## config.mk

```make
export PLATFORM = sky130hd
export DESIGN_NAME = sram_axi_bridge_flat
export DESIGN_NICKNAME = d
export VERILOG_FILES = /design/src/rtl/sram_axi_bridge_if.sv /design/src/rtl/sram_axi_bridge.sv /design/src/flat_wrapper.sv
export SDC_FILE = /design/constraint.sdc
export NUM_CORES = 1
export LEC_CHECK = 0
export ABC_AREA = 1
export CAP_MARGIN = 20
export CELL_PAD_IN_SITES_DETAIL_PLACEMENT = 1
export CELL_PAD_IN_SITES_GLOBAL_PLACEMENT = 2
export CORE_UTILIZATION = 26
export DETAILED_ROUTE_END_ITERATION = 7
export GPL_TIMING_DRIVEN = 1
export PLACE_DENSITY_LB_ADDON = 0.1
export SYNTH_ARGS = -nofsm -noshare
export SYNTH_HDL_FRONTEND = slang
export SYNTH_SLANG_ARGS = --single-unit
```

## constraint.sdc

```tcl
create_clock -name clk -period 8.1 [get_ports clk]
set_input_delay 0.81 -clock clk [delete_from_list [all_inputs] [get_ports clk]]
set_output_delay 0.81 -clock clk [all_outputs]
set_load 0.03 [all_outputs]
```

## src/rtl/sram_axi_bridge_if.sv

```systemverilog
// Bundle of the CPU SRAM-like ports and the packed AXI channels seen by sram_axi_bridge.
// Every *_valid/*_ready pair transfers on a rising clk edge where both are high; valid and payload hold until then.
interface sram_axi_bridge_if;
    logic        inst_req;
    logic [31:0] inst_addr;
    logic        inst_addr_ok;
    logic        inst_data_ok;
    logic [31:0] inst_rdata;

    logic        data_req;
    logic        data_wr;
    logic [1:0]  data_size;
    logic [3:0]  data_wstrb;
    logic [31:0] data_addr;
    logic [31:0] data_wdata;
    logic        data_addr_ok;
    logic        data_data_ok;
    logic [31:0] data_rdata;

    logic        ar_valid;
    logic        ar_ready;
    logic [38:0] ar_payload;
    logic        r_valid;
    logic        r_ready;
    logic [35:0] r_payload;
    logic        aw_valid;
    logic        aw_ready;
    logic [34:0] aw_payload;
    logic        w_valid;
    logic        w_ready;
    logic [35:0] w_payload;
    logic        b_valid;
    logic        b_ready;

    modport master (
        input  inst_req, inst_addr,
        output inst_addr_ok, inst_data_ok, inst_rdata,
        input  data_req, data_wr, data_size, data_wstrb, data_addr, data_wdata,
        output data_addr_ok, data_data_ok, data_rdata,
        output ar_valid, ar_payload, input ar_ready,
        input  r_valid, r_payload, output r_ready,
        output aw_valid, aw_payload, input aw_ready,
        output w_valid, w_payload, input w_ready,
        input  b_valid, output b_ready
    );

    modport slave (
        output inst_req, inst_addr,
        input  inst_addr_ok, inst_data_ok, inst_rdata,
        output data_req, data_wr, data_size, data_wstrb, data_addr, data_wdata,
        input  data_addr_ok, data_data_ok, data_rdata,
        input  ar_valid, ar_payload, output ar_ready,
        output r_valid, r_payload, input r_ready,
        input  aw_valid, aw_payload, output aw_ready,
        input  w_valid, w_payload, output w_ready,
        output b_valid, input b_ready
    );
endinterface

```

## src/rtl/sram_axi_bridge.sv

```systemverilog
// Joins the CPU instruction (read-only) and data (read/write) SRAM-like ports onto one packed AXI master.
// Each side keeps at most one transaction outstanding; reads stall behind an in-flight write to the same word.
module sram_axi_bridge #(
    parameter logic [3:0] INST_ID = 4'd0,
    parameter logic [3:0] DATA_ID = 4'd1
) (
    input  logic              clk,
    input  logic              reset,
    sram_axi_bridge_if.master bus,
    output logic              dbg_r_state_o,
    output logic [1:0]        dbg_w_state_o
);

    typedef enum logic {R_IDLE = 1'b0, R_ADDR = 1'b1} r_state_e;
    typedef enum logic [1:0] {W_IDLE = 2'd0, W_SEND = 2'd1, W_RESP = 2'd2} w_state_e;

    r_state_e    r_state_q, r_state_d;
    w_state_e    w_state_q, w_state_d;
    logic        inst_pend_q, inst_pend_d;
    logic        data_pend_q, data_pend_d;
    logic [38:0] ar_payload_q, ar_payload_d;
    logic [34:0] aw_payload_q, aw_payload_d;
    logic [35:0] w_payload_q, w_payload_d;
    logic        aw_valid_q, aw_valid_d;
    logic        w_valid_q, w_valid_d;
    logic        r_ready_q;
    logic        inst_data_ok_q, inst_data_ok_d;
    logic        data_data_ok_q, data_data_ok_d;
    logic [31:0] inst_rdata_q, inst_rdata_d;
    logic [31:0] data_rdata_q, data_rdata_d;

    logic        ld_req, st_req, wr_busy, rd_idle;
    logic        ld_hit, if_hit;
    logic        ld_acc, if_acc, st_acc;
    logic        r_fire;
    logic [3:0]  rid;

    assign ld_req  = bus.data_req & ~bus.data_wr;
    assign st_req  = bus.data_req & bus.data_wr;
    assign wr_busy = (w_state_q != W_IDLE);
    assign rd_idle = ~reset & (r_state_q == R_IDLE);

    // A fetch also yields to a store to the same word that is being accepted this very cycle.
    assign st_acc = ~reset & (w_state_q == W_IDLE) & st_req & ~data_pend_q;
    assign ld_hit = wr_busy & (aw_payload_q[31:2] == bus.data_addr[31:2]);
    assign if_hit = (wr_busy & (aw_payload_q[31:2] == bus.inst_addr[31:2]))
                  | (st_acc & (bus.data_addr[31:2] == bus.inst_addr[31:2]));

    // The load wins the read slot even when it is blocked; the fetch only goes when no load is asking.
    assign ld_acc = rd_idle & ld_req & ~data_pend_q & ~ld_hit;
    assign if_acc = rd_idle & ~ld_req & bus.inst_req & ~inst_pend_q & ~if_hit;

    assign r_fire = bus.r_valid & r_ready_q;
    assign rid    = bus.r_payload[35:32];

    assign bus.inst_addr_ok = if_acc;
    assign bus.data_addr_ok = ld_acc | st_acc;
    assign bus.inst_data_ok = inst_data_ok_q;
    assign bus.data_data_ok = data_data_ok_q;
    assign bus.inst_rdata   = inst_rdata_q;
    assign bus.data_rdata   = data_rdata_q;
    assign bus.ar_valid     = (r_state_q == R_ADDR);
    assign bus.ar_payload   = ar_payload_q;
    assign bus.r_ready      = r_ready_q;
    assign bus.aw_valid     = aw_valid_q;
    assign bus.aw_payload   = aw_payload_q;
    assign bus.w_valid      = w_valid_q;
    assign bus.w_payload    = w_payload_q;
    assign bus.b_ready      = (w_state_q == W_RESP);

    assign dbg_r_state_o = r_state_q;
    assign dbg_w_state_o = w_state_q;

    always_comb begin
        r_state_d      = r_state_q;
        w_state_d      = w_state_q;
        inst_pend_d    = inst_pend_q;
        data_pend_d    = data_pend_q;
        ar_payload_d   = ar_payload_q;
        aw_payload_d   = aw_payload_q;
        w_payload_d    = w_payload_q;
        aw_valid_d     = aw_valid_q;
        w_valid_d      = w_valid_q;
        inst_data_ok_d = 1'b0;
        data_data_ok_d = 1'b0;
        inst_rdata_d   = inst_rdata_q;
        data_rdata_d   = data_rdata_q;

        // Read data is steered by rid; unknown ids fall through untouched.
        if (r_fire) begin
            if (rid == INST_ID) begin
                inst_rdata_d   = bus.r_payload[31:0];
                inst_data_ok_d = 1'b1;
                inst_pend_d    = 1'b0;
            end else if (rid == DATA_ID) begin
                data_rdata_d   = bus.r_payload[31:0];
                data_data_ok_d = 1'b1;
                data_pend_d    = 1'b0;
            end
        end

        case (r_state_q)
            R_IDLE: begin
                if (ld_acc) begin
                    ar_payload_d = {DATA_ID, 1'b0, bus.data_size, bus.data_addr};
                    data_pend_d  = 1'b1;
                    r_state_d    = R_ADDR;
                end else if (if_acc) begin
                    ar_payload_d = {INST_ID, 3'b010, bus.inst_addr};
                    inst_pend_d  = 1'b1;
                    r_state_d    = R_ADDR;
                end
            end
            R_ADDR: begin
                if (bus.ar_ready) r_state_d = R_IDLE;
            end
            default: r_state_d = R_IDLE;
        endcase

        case (w_state_q)
            W_IDLE: begin
                if (st_acc) begin
                    aw_payload_d = {1'b0, bus.data_size, bus.data_addr};
                    w_payload_d  = {bus.data_wstrb, bus.data_wdata};
                    aw_valid_d   = 1'b1;
                    w_valid_d    = 1'b1;
                    data_pend_d  = 1'b1;
                    w_state_d    = W_SEND;
                end
            end
            W_SEND: begin
                if (aw_valid_q & bus.aw_ready) aw_valid_d = 1'b0;
                if (w_valid_q & bus.w_ready)   w_valid_d  = 1'b0;
                if (~aw_valid_d & ~w_valid_d)  w_state_d  = W_RESP;
            end
            W_RESP: begin
                if (bus.b_valid) begin
                    data_data_ok_d = 1'b1;
                    data_pend_d    = 1'b0;
                    w_state_d      = W_IDLE;
                end
            end
            default: w_state_d = W_IDLE;
        endcase
    end

    always_ff @(posedge clk or posedge reset) begin
        if (reset) begin
            r_state_q      <= R_IDLE;
            w_state_q      <= W_IDLE;
            inst_pend_q    <= 1'b0;
            data_pend_q    <= 1'b0;
            ar_payload_q   <= '0;
            aw_payload_q   <= '0;
            w_payload_q    <= '0;
            aw_valid_q     <= 1'b0;
            w_valid_q      <= 1'b0;
            r_ready_q      <= 1'b0;
            inst_data_ok_q <= 1'b0;
            data_data_ok_q <= 1'b0;
            inst_rdata_q   <= '0;
            data_rdata_q   <= '0;
        end else begin
            r_state_q      <= r_state_d;
            w_state_q      <= w_state_d;
            inst_pend_q    <= inst_pend_d;
            data_pend_q    <= data_pend_d;
            ar_payload_q   <= ar_payload_d;
            aw_payload_q   <= aw_payload_d;
            w_payload_q    <= w_payload_d;
            aw_valid_q     <= aw_valid_d;
            w_valid_q      <= w_valid_d;
            r_ready_q      <= 1'b1;
            inst_data_ok_q <= inst_data_ok_d;
            data_data_ok_q <= data_data_ok_d;
            inst_rdata_q   <= inst_rdata_d;
            data_rdata_q   <= data_rdata_d;
        end
    end

endmodule
```

## src/flat_wrapper.sv

```systemverilog
// flat-port wrapper written by rule: the top's interface ports become plain ports
module sram_axi_bridge_flat 
#(
    parameter logic [3:0] INST_ID = 4'd0,
    parameter logic [3:0] DATA_ID = 4'd1
)
  (clk, reset, dbg_r_state_o, dbg_w_state_o, bus_inst_req, bus_inst_addr, bus_inst_addr_ok, bus_inst_data_ok, bus_inst_rdata, bus_data_req, bus_data_wr, bus_data_size, bus_data_wstrb, bus_data_addr, bus_data_wdata, bus_data_addr_ok, bus_data_data_ok, bus_data_rdata, bus_ar_valid, bus_ar_payload, bus_ar_ready, bus_r_valid, bus_r_payload, bus_r_ready, bus_aw_valid, bus_aw_payload, bus_aw_ready, bus_w_valid, bus_w_payload, bus_w_ready, bus_b_valid, bus_b_ready);
  sram_axi_bridge_if bus_i ();
  input  logic clk;
  input  logic reset;
  output logic dbg_r_state_o;
  output logic [1:0] dbg_w_state_o;
  input wire logic [$bits(bus_i.inst_req)-1:0] bus_inst_req;
  input wire logic [$bits(bus_i.inst_addr)-1:0] bus_inst_addr;
  output wire logic [$bits(bus_i.inst_addr_ok)-1:0] bus_inst_addr_ok;
  output wire logic [$bits(bus_i.inst_data_ok)-1:0] bus_inst_data_ok;
  output wire logic [$bits(bus_i.inst_rdata)-1:0] bus_inst_rdata;
  input wire logic [$bits(bus_i.data_req)-1:0] bus_data_req;
  input wire logic [$bits(bus_i.data_wr)-1:0] bus_data_wr;
  input wire logic [$bits(bus_i.data_size)-1:0] bus_data_size;
  input wire logic [$bits(bus_i.data_wstrb)-1:0] bus_data_wstrb;
  input wire logic [$bits(bus_i.data_addr)-1:0] bus_data_addr;
  input wire logic [$bits(bus_i.data_wdata)-1:0] bus_data_wdata;
  output wire logic [$bits(bus_i.data_addr_ok)-1:0] bus_data_addr_ok;
  output wire logic [$bits(bus_i.data_data_ok)-1:0] bus_data_data_ok;
  output wire logic [$bits(bus_i.data_rdata)-1:0] bus_data_rdata;
  output wire logic [$bits(bus_i.ar_valid)-1:0] bus_ar_valid;
  output wire logic [$bits(bus_i.ar_payload)-1:0] bus_ar_payload;
  input wire logic [$bits(bus_i.ar_ready)-1:0] bus_ar_ready;
  input wire logic [$bits(bus_i.r_valid)-1:0] bus_r_valid;
  input wire logic [$bits(bus_i.r_payload)-1:0] bus_r_payload;
  output wire logic [$bits(bus_i.r_ready)-1:0] bus_r_ready;
  output wire logic [$bits(bus_i.aw_valid)-1:0] bus_aw_valid;
  output wire logic [$bits(bus_i.aw_payload)-1:0] bus_aw_payload;
  input wire logic [$bits(bus_i.aw_ready)-1:0] bus_aw_ready;
  output wire logic [$bits(bus_i.w_valid)-1:0] bus_w_valid;
  output wire logic [$bits(bus_i.w_payload)-1:0] bus_w_payload;
  input wire logic [$bits(bus_i.w_ready)-1:0] bus_w_ready;
  input wire logic [$bits(bus_i.b_valid)-1:0] bus_b_valid;
  output wire logic [$bits(bus_i.b_ready)-1:0] bus_b_ready;
  assign bus_i.inst_req = bus_inst_req;
  assign bus_i.inst_addr = bus_inst_addr;
  assign bus_inst_addr_ok = bus_i.inst_addr_ok;
  assign bus_inst_data_ok = bus_i.inst_data_ok;
  assign bus_inst_rdata = bus_i.inst_rdata;
  assign bus_i.data_req = bus_data_req;
  assign bus_i.data_wr = bus_data_wr;
  assign bus_i.data_size = bus_data_size;
  assign bus_i.data_wstrb = bus_data_wstrb;
  assign bus_i.data_addr = bus_data_addr;
  assign bus_i.data_wdata = bus_data_wdata;
  assign bus_data_addr_ok = bus_i.data_addr_ok;
  assign bus_data_data_ok = bus_i.data_data_ok;
  assign bus_data_rdata = bus_i.data_rdata;
  assign bus_ar_valid = bus_i.ar_valid;
  assign bus_ar_payload = bus_i.ar_payload;
  assign bus_i.ar_ready = bus_ar_ready;
  assign bus_i.r_valid = bus_r_valid;
  assign bus_i.r_payload = bus_r_payload;
  assign bus_r_ready = bus_i.r_ready;
  assign bus_aw_valid = bus_i.aw_valid;
  assign bus_aw_payload = bus_i.aw_payload;
  assign bus_i.aw_ready = bus_aw_ready;
  assign bus_w_valid = bus_i.w_valid;
  assign bus_w_payload = bus_i.w_payload;
  assign bus_i.w_ready = bus_w_ready;
  assign bus_i.b_valid = bus_b_valid;
  assign bus_b_ready = bus_i.b_ready;
  sram_axi_bridge #(.INST_ID(INST_ID), .DATA_ID(DATA_ID)) u_core (.clk(clk), .reset(reset), .bus(bus_i), .dbg_r_state_o(dbg_r_state_o), .dbg_w_state_o(dbg_w_state_o));
endmodule
```

* Word level (Yosys, flattened, before mapping)
Cells that the tools add are included.
Word-level totals: flip-flop bits (word level) 183, bits in latches 0, bits in writable memories 0, bits in read-only memories 0, input port bits 148, output and inout port bits 186, word-level logic and storage cells 104, memories 0
Cells by class: $add $sub $neg 0, multiply operators 0, divide/modulo/power cells 0, $lt $le $gt $ge 0, equal/unequal tests 9, shift operators 0, muxes and demuxes 37, bitwise logic cells 33, reduce and logical (&&, ||, !) cells 11
Operators by type and width (number):
- equality test 30 bit | 3
- 2-to-1 mux 39 bit | 2
- 2-to-1 mux 1 bit | 27
- bitwise AND 1 bit | 20
- NOT 1 bit | 11
- case mux 1 bit (2 select lines) | 4
- AND reduction 2 bit | 4
- 2-to-1 mux 2 bit | 3
- case mux 2 bit (3 select lines) | 1
- AND reduction 3 bit | 2
- nonzero test 2 bit | 3
- equality test 4 x 1 -> 1 bit, second input constant | 1
- zero test 4 bit | 1
- inequality test 2 x 1 -> 1 bit, second input constant | 2
- equality test 2 x 1 -> 1 bit, second input constant | 1
- equality test 2 bit, second input constant | 1
- zero test 2 bit | 1
- inequality test 2 bit, second input constant | 1
- bitwise OR 1 bit | 2

* Logic depth before layout (Yosys ltp)
Gate-level depths: netlist of the first run.
word-level depth 11, gate-level depth with buffers 15, mapped depth without buffers 14

* Worst setup path after synthesis of the first run
OpenSTA, ideal clock, no wires.
path type input to output, start point input port reset, end point output port bus_data_addr_ok, arrival 3970 ps, data required time 7290 ps, setup slack 3320 ps, stages 6, buffers on the path 1, cell sequence inv_2 nand2_1 nor3_2 nand2_4 buf_4 nand2_1
Between the ends: word-level cells in the longest chain between the ends 6, elaborated cells between the ends (all ways) 9, those cells by class bitwise (9)
RTL lines:
- start: declaration | line flat_wrapper.sv:10 | input logic reset;
- NOT 1 bit (*) | line sram_axi_bridge.sv:41, sram_axi_bridge.sv:44
- bitwise AND 1 bit | line sram_axi_bridge.sv:41 | assign rd_idle = ~reset & (r_state_q == R_IDLE);
- bitwise AND 1 bit (3 in series) | line sram_axi_bridge.sv:50 | assign ld_acc = rd_idle & ld_req & ~data_pend_q & ~ld_hit;
- bitwise OR 1 bit (*) | line sram_axi_bridge.sv:57 | assign bus.data_addr_ok = ld_acc | st_acc;
- end: declaration | line flat_wrapper.sv:24 | output wire logic [$bits(bus_i.data_addr_ok)-1:0] bus_data_addr_ok;
Mark *: on every way between the ends. The rest lies on a longest branch, timed or not.

* Worst setup path in the final report of the first run
Same ends and word-level chain as after synthesis.

==> results of run 1 <==
## logic make-up (layout without fill, tap and decap cells)
logic type / count (synthesis) / count (layout) / share of synthesized area, %
and+or+nand+nor: 535 / 535 / 24.7
buffers and inverters: 182 / 496 / 9.05
DFF: 179 / 179 / 51.0
AOI/OAI and AO/OA: 101 / 101 / 5.81
xor gates and xnor gates: 41 / 41 / 4.09
muxes: 41 / 41 / 5.26
other: 2 / 6 / 0.0855
## layer usage
layer	track usage, %	wire [microns]	up-vias	part of all wire, %
li1	-	-	3942	-
met1	23.3	13400	3777	41
met2	33.1	16200	226	50
met3	6.48	2670	27	8.2
met4	4.98	380	6	1.2
met5	0	46	-	0.14
## synth_stat cells (2+ instances only)
cell type | instances | area, sq um
o21ai_0 | 88 | 440
or2_2 | 2 | 12.5
dfrtp_1 | 179 | 4480
nand2_4 | 2 | 22.5
o21ai_1 | 2 | 10.0
nand3_1 | 69 | 345
clkinv_1 | 3 | 11.3
buf_2 | 8 | 40.0
nand4_1 | 14 | 87.6
xor2_1 | 2 | 17.5
buf_4 | 11 | 82.6
buf_6 | 8 | 90.1
conb_1 | 2 | 7.51
mux2_2 | 41 | 462
xnor2_1 | 39 | 342
nand2_1 | 397 | 1490
a21oi_1 | 8 | 40.0
inv_1 | 123 | 462
nor2_1 | 46 | 173
clkbuf_1 | 18 | 67.6
inv_2 | 5 | 18.8
buf_1 | 6 | 22.5
## worst reg2reg max path: cells and delay by family (launching register included)
kind	cells	cell delay, ps
DFF	1	430
xor gates and xnor gates	1	340
and+or+nand+nor	9	2400
## cell type report
type	instances	area, sq um
Fill cell	3909	19900
Sequential cell	179	4480
Multi-Input combinational cell	724	3540
Timing Repair Buffer	333	3320
Tap cell	442	553
Inverter	131	499
Clock buffer	21	460
Clock inverter	11	143
## registers in the layout, indices dropped and copies added, names as in the netlist
| register | cells |
|---|---|
| u_core.bus.w_payload | 36 |
| u_core.bus.ar_payload | 35 |
| u_core.bus.aw_payload | 34 |
| u_core.bus.data_rdata | 32 |
| u_core.bus.inst_rdata | 32 |
| u_core.dbg_w_state_o | 2 |
| u_core.bus.ar_valid | 1 |
| u_core.bus.aw_valid | 1 |
| u_core.bus.data_data_ok | 1 |
| u_core.bus.inst_data_ok | 1 |
| u_core.bus.r_ready | 1 |
| u_core.bus.w_valid | 1 |
| u_core.data_pend_q | 1 |
| u_core.inst_pend_q | 1 |
## worst max-delay path by stage
stage,cells past startpoint,startpoint,end
after floorplan,6,reset,bus_data_addr_ok
after global placement,8,reset,bus_data_addr_ok
after detailed placement,8,reset,bus_data_addr_ok
after CTS,8,reset,bus_data_addr_ok
after global routing,8,reset,bus_data_addr_ok
final,8,reset,bus_data_addr_ok
## report_power, final
part / switching [mW] / leakage, nW / total [mW] / internal (mW)
sequential: 0.245 / 2.24 / 1.46 / 1.21
combinational: 1.24 / 3.69 / 2.13 / 0.887
clock: 0.388 / 0.292 / 0.868 / 0.480
total: 1.88 / 6.21 / 4.46 / 2.58
## metrics by stage
stage	cells	total power, mW	hold slack [ps]	cell area (sq um)	setup slack, ps
2_1_floorplan	1085	2.63	486	8800	3320
3_3_place_gp	1809	3.61	465	12400	2900
3_5_place_dp	1809	3.64	473	12400	2870
4_1_cts	1841	4.54	491	13000	2840
5_1_grt	1841	4.74	519	13000	2600
6_report	1841	4.46	484	13000	2970
==> metrics.cfg, run 1 <==
[synthesis]
synth.ff_latch_count = 179
synth_edf_count = 0
syn_inst = 1081
yosys_warnings = 0
synth_sequential_area_ratio_pct = 51.0
postSynthAreaPerCell_sq_um = 8.12
synth_ff_type = dfrtp_1
postSynth.asyncResetShare_pct = 100
syn_area_sq_um = 8780
ys_types = 30

[setup_path]
crit_type = input pin to primary output
cp-start-kind = input pin
end_kind = primary output
crit_slowest_cell = clkdlybuf4s50_1
path_max_fanout = 121
critPathBufInv = 4
reg2reg_depth = 10
critPathTopFamily = buffers and inverters
arrival_ps = 4320
r2r_slack_ps = 4810
reg2reg_to = u_core.bus.ar_payload[33]$_DFFE_PP0P_
cp_slowest_stage_delay_ps = 730
r2r_start = u_core.bus.aw_payload[28]$_DFFE_PP0P_
worstPathCellList = clkdlybuf4s50_1, inv_8, nand2_1, nor3_4, buf_4, nand2_4, nand2_1, clkdlybuf4s50_1
worstPathRequired_ps = 7290

[sta]
clock_skew_ps = 11.4
relSlewSlack_pct = 41.2
tightest_slew_ps = 882
fin_crit_sh_pct = 63.3
setup_tns_ps = 0
slew_viol_final = 0
rsz0062_at_grt = no
setup_violations = 0
hold_violations = 0
fmax_ghz = 0.195
finalCriticalPeriod_ps = 5130

[clock_tree]
clockBufferDepth = 2
cts_tree = yes
cts_hold_buf = 0
htreeDepth = 4
post_cts_resize_count = 0
insertion_delay_ps = 440
root_buffer = clkbuf_16
post_cts_buffers = 0
numCtsBuffers = 17
path_clk_slew_ps = 70
cts_sinks = 179

[grt]
grt_usage_pct = 19.4
grt_max_degree = 122
antenna_found_initial = 3
overflow = 0
grt_pass1_vias = 8448
grt_pass1_wl_microns = 49800

[power]
p_leak_nw = 6.21
power.density_nw_per_um2 = 343
ir_drop_mv = 0.156

[finish]
layout_common_cells = nand2_1 (396), clkdlybuf4s50_1 (328), dfrtp_1 (179)
area_growth_syn_to_layout_pct = 48.0
finalNetCount = 1534
fin_util_pct = 39.5
diodes = 0
layout-drive-gt1-share_pct = 6.50
mostFrequentLayoutCell = nand2_1

[routing]
drtIter0Drc = 323
wl_per_cell_microns = 17.7
vias = 7978
ant_nets = 0
wl_microns = 32600
drt-vias-per-instance = 4.33
dr.pass1.iters = 4
detail_route.drc_violations = 0

[worst_hold_path]
hp-start = u_core.bus.data_rdata[1]$_DFFE_PP0P_
min_to = u_core.bus.data_rdata[1]$_DFFE_PP0P_
whs_path_depth = 2
hold_path_class = flop to flop

[die]
io-pin-count = 334
core_sq_um = 32900
die_w_microns = 186
num_rows = 66
die_h_microns = 186
start_util_pct = 26.7
die_area_sq_um = 34500

[placed_design]
dp_hpwl_microns = 24200
io_buffers = 328
gp_congestion = 0.808

[job]
drv_cap = 0

[run_status]
status = finished clean

Note: power is estimated with default switching activity, not from simulation.
==> inputs of run 2 (changes only) <==
--- a/config.mk
+++ b/config.mk
@@ -9,7 +9,7 @@
 export CAP_MARGIN = 20
 export CELL_PAD_IN_SITES_DETAIL_PLACEMENT = 1
 export CELL_PAD_IN_SITES_GLOBAL_PLACEMENT = 2
-export CORE_UTILIZATION = 26
+export CORE_UTILIZATION = 25
 export DETAILED_ROUTE_END_ITERATION = 7
 export GPL_TIMING_DRIVEN = 1
 export PLACE_DENSITY_LB_ADDON = 0.1
==> constraint.sdc (replaced) <==
create_clock -name clk -period 5 [get_ports clk]
set_input_delay 0.5 -clock clk [delete_from_list [all_inputs] [get_ports clk]]
set_output_delay 0.5 -clock clk [all_outputs]
set_load 0.03 [all_outputs]
==> metrics.cfg, run 2 (synthesized netlist as in run 1, its figures left out) <==
[placed_design]
dpl.cell_count = 1826  ; +0.94%
gp_congestion = 0.778  ; -3.7%
io_buffers = 328  ; unchanged
dp_hpwl_microns = 25300  ; +4.6%

[routing]
drt-vias-per-instance = 4.36  ; +0.65%
ant_nets = 0  ; unchanged
detail_route.drc_violations = 0  ; unchanged
vias = 8108  ; +1.6%
wl_per_cell_microns = 18.2  ; +2.9%
dr.pass1.iters = 4  ; unchanged
wl_microns = 33900  ; +3.9%
drtIter0Drc = 290  ; -10%

[clock_tree]
cts_tree = yes
cts_hold_buf = 0  ; unchanged
numCtsBuffers = 17  ; unchanged
cts_sinks = 179  ; unchanged
post_cts_buffers = 0  ; unchanged
post_cts_resize_count = 0  ; unchanged
htreeDepth = 4  ; unchanged
root_buffer = clkbuf_16
clockBufferDepth = 2  ; unchanged
insertion_delay_ps = 460  ; +20 ps
path_clk_slew_ps = 80  ; about the same

[grt]
antenna_found_initial = 2  ; -1
grt_pass1_wl_microns = 51500  ; +3.4%
grt_max_degree = 73  ; -40%
grt_pass1_vias = 8493  ; +0.53%
overflow = 0  ; unchanged
grt_usage_pct = 19.4  ; -0.061 points

[die]
io-pin-count = 334  ; unchanged
core_sq_um = 34500  ; +5.1%
die_h_microns = 189  ; +2.0%
die_w_microns = 189  ; +2.0%
start_util_pct = 25.4  ; -1.3 points
die_area_sq_um = 35900  ; +4.0%
num_rows = 68  ; +3.0%

[setup_path]
r2r_slack_ps = 2190  ; -2620 ps
crit_slowest_cell = clkdlybuf4s50_1
cp-start-kind = input pin
crit_type = input pin to primary output
arrival_ps = 3020  ; -1300 ps
path_max_fanout = 43  ; -64%
worstPathRequired_ps = 4500  ; -2790 ps
cp_slowest_stage_delay_ps = 830  ; +100 ps
end_kind = primary output
worstPathCellList = clkdlybuf4s50_1, inv_8, nand2_1, nor3_4, buf_4, nand2_4, nand2_1, clkdlybuf4s50_1

[finish]
fillCellCount = 4122  ; +5.4%
area_growth_syn_to_layout_pct = 49.2
seqCellArea_sq_um = 4480  ; unchanged
finalNetCount = 1538  ; +0.26%
layout-drive-gt1-share_pct = 6.91  ; +0.41 points
stdcell_count = 1859  ; +0.98%
layout_common_cells = nand2_1 (396), clkdlybuf4s50_1 (328), dfrtp_1 (179)
mostFrequentLayoutCell = nand2_1
multi_input_comb_area_sq_um = 3540  ; unchanged
fin_util_pct = 37.9  ; -1.6 points
largest_reg_flops = 36  ; unchanged

[sta]
hold_violations = 0  ; unchanged
finalCriticalPeriod_ps = 3520
tightest_slew_ps = 979  ; +97.3 ps
setup_violations = 0  ; unchanged
fin_crit_sh_pct = 70.4
setup_tns_ps = 0  ; unchanged
rsz0062_at_grt = no
relSlewSlack_pct = 34.7  ; -6.4 points
slew_viol_final = 0  ; unchanged
clock_skew_ps = 12.4  ; +0.975 ps
fmax_ghz = 0.284

[power]
ir_drop_mv = 0.287  ; +84%
power.density_nw_per_um2 = 561  ; +63%
p_leak_nw = 6.25  ; +0.62%

[job]
drv_cap = 0  ; unchanged

[run_status]
status = finished clean

[worst_hold_path]
hold_path_class = input pin to async pin

## run 2: cell count changes in the layout (fill, tap and decap cells not counted), sizes merged
cell      before  now
bufinv         2    4
diode          0    1
clkinvlp       1    2
clkbuf        21   18
buf            5    9
## run 2: worst max-delay path, delay by kind of cell
family                 cells  cell delay (ps)
and+or+nand+nor            4              410
buffers and inverters      4             2070
## run 2: metal layers
| metal | GRT usage (%) | up-vias | wire length [microns] |
|---|---|---|---|
| met4 | 5.02 | 2 | 453 |
| met5 | 0 | - | 12 |
| met2 | 32.5 | 217 | 16600 |
| met1 | 23.1 | 3912 | 14000 |
| met3 | 7.27 | 25 | 2820 |
| li1 | - | 3952 | - |
## run 2: final cells by class
class,instances,share of cell area [%]
well taps,455,4.34
flip-flops and latches,179,34.2
clock inverters,14,1.68
clock buffers,18,3.35
diodes,1,0.0191
repair buffers,337,25.6
multi-input cells,724,27.0
inverters,131,3.81
## run 2: power by group
group	switching [mW]	internal [mW]	total, mW	leakage (nW)
sequential	0.394	1.97	2.36	2.24
combinational	2.02	1.44	3.46	3.70
clock	0.658	0.867	1.52	0.314
## run 2: metrics by stage
stage                     power [mW]  area, sq um  hold WS [ps]  worst slack, ps
final                           7.35        13100           453             1480
after CTS                       7.48        13100           454             1450
after detailed placement        5.91        12400           469             1460
after floorplan                 4.26         8800           486              840
after global routing            7.79        13100           462             1350
after global placement          5.88        12400           460             1470
## run 2: worst paths after layout
check,startpoint,end,cells past startpoint
min in group clk,u_core.bus.ar_payload[35]$_DFFE_PP0P_,u_core.bus.ar_payload[35]$_DFFE_PP0P_,2
max in group asynchronous,reset,u_core.bus.aw_payload[5]$_DFFE_PP0P_,3
max reg2reg,u_core.dbg_w_state_o[1]$_DFFE_PP0P_,u_core.bus.ar_payload[13]$_DFFE_PP0P_,13
min reg2reg,u_core.bus.ar_payload[35]$_DFFE_PP0P_,u_core.bus.ar_payload[35]$_DFFE_PP0P_,2
min,reset,u_core.bus.inst_rdata[15]$_DFFE_PP0P_,2
max,reset,bus_data_addr_ok,8
